## config.mk

```make
export PLATFORM = sky130hd
export DESIGN_NAME = fnd_scan_controller_flat
export DESIGN_NICKNAME = d
export VERILOG_FILES = /design/src/rtl/fnd_pkg.sv /design/src/rtl/fnd_scan_controller_if.sv /design/src/rtl/fnd_tick_gen.sv /design/src/rtl/fnd_scan_controller.sv /design/src/flat_wrapper.sv
export SDC_FILE = /design/constraint.sdc
export NUM_CORES = 1
export LEC_CHECK = 0
export ABC_AREA = 1
export CAP_MARGIN = 20
export CORE_ASPECT_RATIO = 0.7
export CORE_MARGIN = 2
export CORE_UTILIZATION = 57
export DETAILED_ROUTE_END_ITERATION = 16
export GPL_TIMING_DRIVEN = 0
export HOLD_SLACK_MARGIN = 0.02
export PLACE_DENSITY_LB_ADDON = 0.12
export SLEW_MARGIN = 20
export SYNTH_ARGS = -nofsm -noshare
export SYNTH_HDL_FRONTEND = slang
export SYNTH_HIERARCHICAL = 1
export SYNTH_SLANG_ARGS = --single-unit
```

## constraint.sdc

```tcl
create_clock -name clk -period 20.1 [get_ports clk]
set_input_delay 5.025 -clock clk [delete_from_list [all_inputs] [get_ports clk]]
set_output_delay 5.025 -clock clk [all_outputs]
set_load 0.02 [all_outputs]
```

## src/rtl/fnd_pkg.sv

```systemverilog
`default_nettype none
// +--------------------------------------------------------------------+
// | fnd_pkg : segment codes and limits shared by the FND scan blocks.  |
// | Rev 1.0                                                            |
// +--------------------------------------------------------------------+
package fnd_pkg;

  // Common-anode, active-low segment patterns {dp,g,f,e,d,c,b,a}
  localparam logic [7:0] SEG_0     = 8'hc0;
  localparam logic [7:0] SEG_1     = 8'hf9;
  localparam logic [7:0] SEG_2     = 8'ha4;
  localparam logic [7:0] SEG_3     = 8'hb0;
  localparam logic [7:0] SEG_4     = 8'h99;
  localparam logic [7:0] SEG_5     = 8'h92;
  localparam logic [7:0] SEG_6     = 8'h82;
  localparam logic [7:0] SEG_7     = 8'hf8;
  localparam logic [7:0] SEG_8     = 8'h80;
  localparam logic [7:0] SEG_9     = 8'h90;
  localparam logic [7:0] SEG_BLANK = 8'hff;
  localparam logic [7:0] SEG_DASH  = 8'hbf;

  localparam logic [3:0]  COM_OFF   = 4'b1111;
  localparam logic [13:0] MAX_VALUE = 14'd9999;

  typedef logic [1:0] digit_sel_t;

  function automatic logic [7:0] seg_encode(input logic [3:0] bcd);
    logic [7:0] seg;
    case (bcd)
      4'd0:    seg = SEG_0;
      4'd1:    seg = SEG_1;
      4'd2:    seg = SEG_2;
      4'd3:    seg = SEG_3;
      4'd4:    seg = SEG_4;
      4'd5:    seg = SEG_5;
      4'd6:    seg = SEG_6;
      4'd7:    seg = SEG_7;
      4'd8:    seg = SEG_8;
      4'd9:    seg = SEG_9;
      default: seg = SEG_BLANK;
    endcase
    return seg;
  endfunction

endpackage
`default_nettype wire

```

## src/rtl/fnd_scan_controller_if.sv

```systemverilog
`default_nettype none
// +--------------------------------------------------------------------+
// | fnd_scan_controller_if : value load bus and FND pin bundle.        |
// | Rev 1.0                                                            |
// +--------------------------------------------------------------------+
interface fnd_scan_controller_if;
  logic        load;
  logic [13:0] value;
  logic [3:0]  dp;
  logic [3:0]  fnd_com;
  logic [7:0]  fnd_data;
  logic        frame_done;

  modport master (
    output load, value, dp,
    input  fnd_com, fnd_data, frame_done
  );

  modport slave (
    input  load, value, dp,
    output fnd_com, fnd_data, frame_done
  );
endinterface
`default_nettype wire

```

## src/rtl/fnd_tick_gen.sv

```systemverilog
`default_nettype none
// +--------------------------------------------------------------------+
// | fnd_tick_gen : free-running divider, one-cycle tick every DIV clks.|
// | Rev 1.0                                                            |
// +--------------------------------------------------------------------+
module fnd_tick_gen #(
  parameter int DIV = 100
) (
  input  logic clk,
  input  logic rst_n,
  output logic tick
);

  localparam int CW = (DIV > 2) ? $clog2(DIV) : 1;

  logic [CW-1:0] tick_cnt;

  assign tick = (tick_cnt == CW'(DIV - 1));

  always_ff @(posedge clk or negedge rst_n) begin
    if (!rst_n) begin
      tick_cnt <= '0;
    end else if (tick) begin
      tick_cnt <= '0;
    end else begin
      tick_cnt <= tick_cnt + CW'(1);
    end
  end

endmodule
`default_nettype wire

```

## src/rtl/fnd_scan_controller.sv

```systemverilog
`default_nettype none
// +--------------------------------------------------------------------+
// | fnd_scan_controller : 4-digit multiplexed FND driver, frame-safe.  |
// | Rev 1.0                                                            |
// +--------------------------------------------------------------------+
module fnd_scan_controller
  import fnd_pkg::*;
#(
  parameter int CLK_FREQ = 100_000_000,
  parameter int SCAN_HZ  = 250,
  parameter int LZ_BLANK = 1
) (
  input  logic                 clk,
  input  logic                 rst_n,
  fnd_scan_controller_if.slave bus
);

  localparam int DIV = CLK_FREQ / (SCAN_HZ * 4);

  logic        tick;
  digit_sel_t  digit_sel;
  digit_sel_t  next_sel;
  logic        boundary;
  logic [13:0] pending_val;
  logic [3:0]  pending_dp;
  logic [13:0] shadow_val;
  logic [3:0]  shadow_dp;
  logic [13:0] cur_val;
  logic [3:0]  cur_dp;
  logic [3:0]  bcd;
  logic        lead_zero;
  logic [7:0]  seg;
  logic [3:0]  com;
  logic [3:0]  fnd_com_q;
  logic [7:0]  fnd_data_q;
  logic        frame_done_q;

  fnd_tick_gen #(
    .DIV (DIV)
  ) u_tick_gen (
    .clk   (clk),
    .rst_n (rst_n),
    .tick  (tick)
  );

  // A load on the boundary cycle bypasses the pending buffer so it makes this frame.
  always_comb begin
    boundary = tick && (digit_sel == 2'd3);
    next_sel = digit_sel + 2'd1;
    if (boundary) begin
      cur_val = bus.load ? bus.value : pending_val;
      cur_dp  = bus.load ? bus.dp    : pending_dp;
    end else begin
      cur_val = shadow_val;
      cur_dp  = shadow_dp;
    end
  end

  always_comb begin
    bcd       = 4'd0;
    lead_zero = 1'b0;
    case (next_sel)
      2'd0: begin
        bcd       = 4'(cur_val % 14'd10);
        lead_zero = 1'b0;
      end
      2'd1: begin
        bcd       = 4'((cur_val / 14'd10) % 14'd10);
        lead_zero = (cur_val < 14'd10);
      end
      2'd2: begin
        bcd       = 4'((cur_val / 14'd100) % 14'd10);
        lead_zero = (cur_val < 14'd100);
      end
      default: begin
        bcd       = 4'((cur_val / 14'd1000) % 14'd10);
        lead_zero = (cur_val < 14'd1000);
      end
    endcase
  end

  always_comb begin
    if (cur_val > MAX_VALUE) begin
      seg = SEG_DASH;
    end else if ((LZ_BLANK != 0) && lead_zero) begin
      seg = SEG_BLANK;
    end else begin
      seg = seg_encode(bcd);
    end
    if (cur_dp[next_sel]) begin
      seg[7] = 1'b0;
    end
    com           = COM_OFF;
    com[next_sel] = 1'b0;
  end

  always_ff @(posedge clk or negedge rst_n) begin
    if (!rst_n) begin
      digit_sel    <= 2'd3;
      pending_val  <= '0;
      pending_dp   <= '0;
      shadow_val   <= '0;
      shadow_dp    <= '0;
      fnd_com_q    <= COM_OFF;
      fnd_data_q   <= SEG_BLANK;
      frame_done_q <= 1'b0;
    end else begin
      frame_done_q <= boundary;
      if (bus.load) begin
        pending_val <= bus.value;
        pending_dp  <= bus.dp;
      end
      if (tick) begin
        digit_sel  <= next_sel;
        fnd_com_q  <= com;
        fnd_data_q <= seg;
      end
      if (boundary) begin
        shadow_val <= cur_val;
        shadow_dp  <= cur_dp;
      end
    end
  end

  assign bus.fnd_com    = fnd_com_q;
  assign bus.fnd_data   = fnd_data_q;
  assign bus.frame_done = frame_done_q;

endmodule
`default_nettype wire

```

## src/flat_wrapper.sv

```systemverilog
// flat-port wrapper written by rule: the top's interface ports become plain ports
module fnd_scan_controller_flat import fnd_pkg::*;
#(
  parameter int CLK_FREQ = 100_000_000,
  parameter int SCAN_HZ  = 250,
  parameter int LZ_BLANK = 1
)
  (clk, rst_n, bus_load, bus_value, bus_dp, bus_fnd_com, bus_fnd_data, bus_frame_done);
  fnd_scan_controller_if bus_i ();
  input  logic clk;
  input  logic rst_n;
  input wire logic [$bits(bus_i.load)-1:0] bus_load;
  input wire logic [$bits(bus_i.value)-1:0] bus_value;
  input wire logic [$bits(bus_i.dp)-1:0] bus_dp;
  output wire logic [$bits(bus_i.fnd_com)-1:0] bus_fnd_com;
  output wire logic [$bits(bus_i.fnd_data)-1:0] bus_fnd_data;
  output wire logic [$bits(bus_i.frame_done)-1:0] bus_frame_done;
  assign bus_i.load = bus_load;
  assign bus_i.value = bus_value;
  assign bus_i.dp = bus_dp;
  assign bus_fnd_com = bus_i.fnd_com;
  assign bus_fnd_data = bus_i.fnd_data;
  assign bus_frame_done = bus_i.frame_done;
  fnd_scan_controller #(.CLK_FREQ(CLK_FREQ), .SCAN_HZ(SCAN_HZ), .LZ_BLANK(LZ_BLANK)) u_core (.clk(clk), .rst_n(rst_n), .bus(bus_i));
endmodule
```

==> metrics.yaml <==
run_status:
  status: "finished, violations left"
  failed_checks: "setup timing"
clock_tree:
  cts_max_level: 3
  clk_latency_ns: 0.33
  clockRootBuffer: "clkbuf_16"
  cts_tree: "done"
  cts-buffers-inserted: 9
  cts_num_sinks: 68
  clockBufferDepth: 2
  postCtsHoldBufs: 0
  path_clk_slew_ns: 0.06
grt:
  grt_antenna_before_repair: 0
  overflow: 0
  grt_use_total: 0.328
  grt_max_degree: 56
  grt_pass1_wl_um: 44300
  grt_pass1_vias: 9313
critical_path:
  start_kind: "primary input"
  endpoint_kind: "flip-flop"
  reg2reg_to: "u_core/bus.fnd_data[5]$_DFFE_PN1P_"
  max_stage_delay_ns: 0.46
  worstPathArrival_ns: 25.30
  worstPathMaxFanout: 8
  crit_required_ns: 20.37
  cp_num_buf_inv: 34
  worst-setup-path-type: "primary input to flip-flop"
  path_delay_family: "simple AND/OR/NAND/NOR gates"
  ff2ff_path_depth: 145
  rrSetupSlack_ns: -1.91
  crit_path_frequent_cell: "nand2_2"
  slowest_stage: "clkdlybuf4s50_1"
  timing.rr.start: "u_core/digit_sel[0]$_DFFE_PN1P_"
layout:
  nets: 1658
  final_area_um2: 13000
  diodes: 0
  final_layout_size_suffix_gt1_frac: 0.449
  mostFrequentLayoutCell: "nand2_1"
  final_cell_mix: "nand2_1 (253), buf_4 (233), inv_1 (117), nor2_1 (102), nand2_2 (87)"
  utilization: 0.872
  final-instance-count-excl-fill: 1748
  area_growth_pct: 48.1
timing:
  fin_ws_ns: -4.94
  slew_headroom: 0.223
  tns_ns: -34.30
  fin_hold_ws_ns: 0.476
  tightest_slew_ns: 1.16
  min_period_ns: 25.04
  skew_ns: 0.00832
  hold_viol_final: 0
  rsz0062_at_grt: "true"
  fin_crit_sh: 1.25
  finalSetupViolCount: 7
  slew_violations: 0
  max_freq_mhz: 39.9
flow_run:
  drv_cap: 0
placement:
  port_buffers: 32
  pre_cts_ws_ns: -4.64
  numPlacedInstances: 1491
  place_area_um2: 9650
  hpwl_um: 16200
  gp_congestion: 0.862
synth:
  postSynthAreaPerCell_um2: 6.93
  synth_area_um2: 8750
  yosys_warnings: 6
  netlist-cell-type-count: 58
  ys_ff_latch: 68
  synth_top_family_by_area: "simple AND/OR/NAND/NOR gates"
  synthAdderAreaFrac: 0.127
  synthCells: 1263
  yosys-mux-area-fraction: 0
  synth_nets: 1373
  synthXorXnorAreaFrac: 0.0531
  synth-simple-area-share: 0.418
  synth_compound_area_frac: 0.109
  ys_seq_area_frac: 0.196
power_and_ir_drop:
  ir_worst_vdd_mv: 0.0413
  p_total_uw: 331
  leakagePower_nw: 6.61
  cellPowerDensity_nw_per_um2: 25.5
routing:
  ant_nets: 0
  dr.pass1.iters: 12
  drc: 0
  viasPerCell: 6.17
  wl_per_cell_um: 20.5
  wl_um: 35800
  dr_total_vias: 10800
  drtIter0Drc: 1468
worst_hold_path:
  hold_depth: 2
  min_path_type: "flip-flop to flip-flop"
  hold_path.startpoint: "u_core/pending_val[3]$_DFF_PN0_"
  worst_hold_path.endpoint: "u_core/pending_val[3]$_DFF_PN0_"
floorplanning:
  start_util: 0.589
  io_pins: 34
  coreArea_um2: 14900
  die_h_um: 108
  chipWidth_um: 152
  die_area_um2: 16400
  rows: 37
## layer usage
layer	GRT usage	wire, um	vias to the layer above
li1	-	-	4656
met1	0.423	13400	4919
met2	0.546	15500	835
met3	0.0596	3810	371
met4	0.138	3200	0
met5	0	0	-
## cell type report
class,count,area [um2]
buffer,14,201
clock buffer,9,225
clock inverter,7,98.8
fill,725,1900
inverter,175,737
multi-input combinational,1006,7520
sequential,68,1720
tap,195,244
timing repair buffer,274,2210
## worst reg2reg max path: cells and delay by family, from the launching register on
family	cells	cell delay, ns
AO/OA/AOI/OAI	27	4.70
buffers and inverters	37	4.64
flip-flops	1	0.60
adder cells (fa/ha/maj)	14	3.99
AND/OR/NAND/NOR	66	7.80
XOR/XNOR	1	0.22
## flip-flops by register name, indices dropped and copies added, names as in the netlist
register	cells
u_core/bus.fnd_com	4
u_core/bus.fnd_data	8
u_core/bus.frame_done	1
u_core/digit_sel	2
u_core/pending_dp	4
u_core/pending_val	14
u_core/shadow_dp	4
u_core/shadow_val	14
u_core/u_tick_gen/tick_cnt	17
## power breakdown
group	total (mW)	switching (mW)	internal, mW	leakage (nW)
Sequential	0.142	0.00133	0.140	0.770
Clock	0.170	0.0610	0.109	0.156
Combinational	0.0189	0.0105	0.00836	5.69
## timing repair
| action | 4_1_cts | 5_1_grt |
|---|---|---|
| gates cloned | 2 | 0 |
| resized for setup | 130 | 139 |
| endpoints found under the setup margin | 7 | 7 |
| pin swaps | 129 | 148 |
| buffers inserted | 173 | 67 |
## synthesized netlist by cell type, drive strengths merged
master / count / share of area
o211ai: 2 / 0.0017
o31ai: 3 / 0.0041
and2: 2 / 0.0016
ha: 89 / 0.13
a21oi: 42 / 0.024
clkinv: 5 / 0.0024
o21bai: 10 / 0.0086
a21boi: 1 / 0.0021
dfrtp: 54 / 0.15
a31oi: 8 / 0.0057
or3: 2 / 0.0014
nand3: 96 / 0.071
xnor2: 16 / 0.016
a211o: 1 / 0.0010
o22ai: 1 / 0.00072
a211oi: 2 / 0.0017
buf: 11 / 0.015
a41oi: 1 / 0.0010
nor4b: 4 / 0.0040
nand3b: 1 / 0.00086
nand4: 16 / 0.012
nand2: 414 / 0.24
a22oi: 2 / 0.0017
a221oi: 2 / 0.0020
clkbuf: 3 / 0.0024
nor2: 138 / 0.071
a2bb2oi: 1 / 0.0010
inv: 170 / 0.076
nor4: 2 / 0.0014
dfstp: 14 / 0.042
o21ai: 88 / 0.051
or2: 12 / 0.0086
xor2: 37 / 0.037
a21o: 3 / 0.0026
nor3: 10 / 0.0070
## kinds of logic after synthesis
| family | Yosys count |
|---|---|
| AO/OA/AOI/OAI | 167 |
| buffers and inverters | 189 |
| adder cells (fa/ha/maj) | 89 |
| flip-flops | 68 |
| XOR/XNOR | 53 |
| AND/OR/NAND/NOR | 697 |
## how the worst max path moves through the flow
stage             startpoint                            endpoint  cells past startpoint
2_1_floorplan       bus_load  u_core/bus.fnd_data[3]$_DFFE_PN1P_                    157
5_1_grt         bus_value[8]  u_core/bus.fnd_data[5]$_DFFE_PN1P_                    141
6_report        bus_value[8]  u_core/bus.fnd_data[5]$_DFFE_PN1P_                    144
3_5_place_dp   bus_value[13]  u_core/bus.fnd_data[6]$_DFFE_PN1P_                    147
3_3_place_gp   bus_value[13]  u_core/bus.fnd_data[3]$_DFFE_PN1P_                    147
4_1_cts             bus_load  u_core/bus.fnd_data[6]$_DFFE_PN1P_                    153
Power figures use the tool's default switching activity.
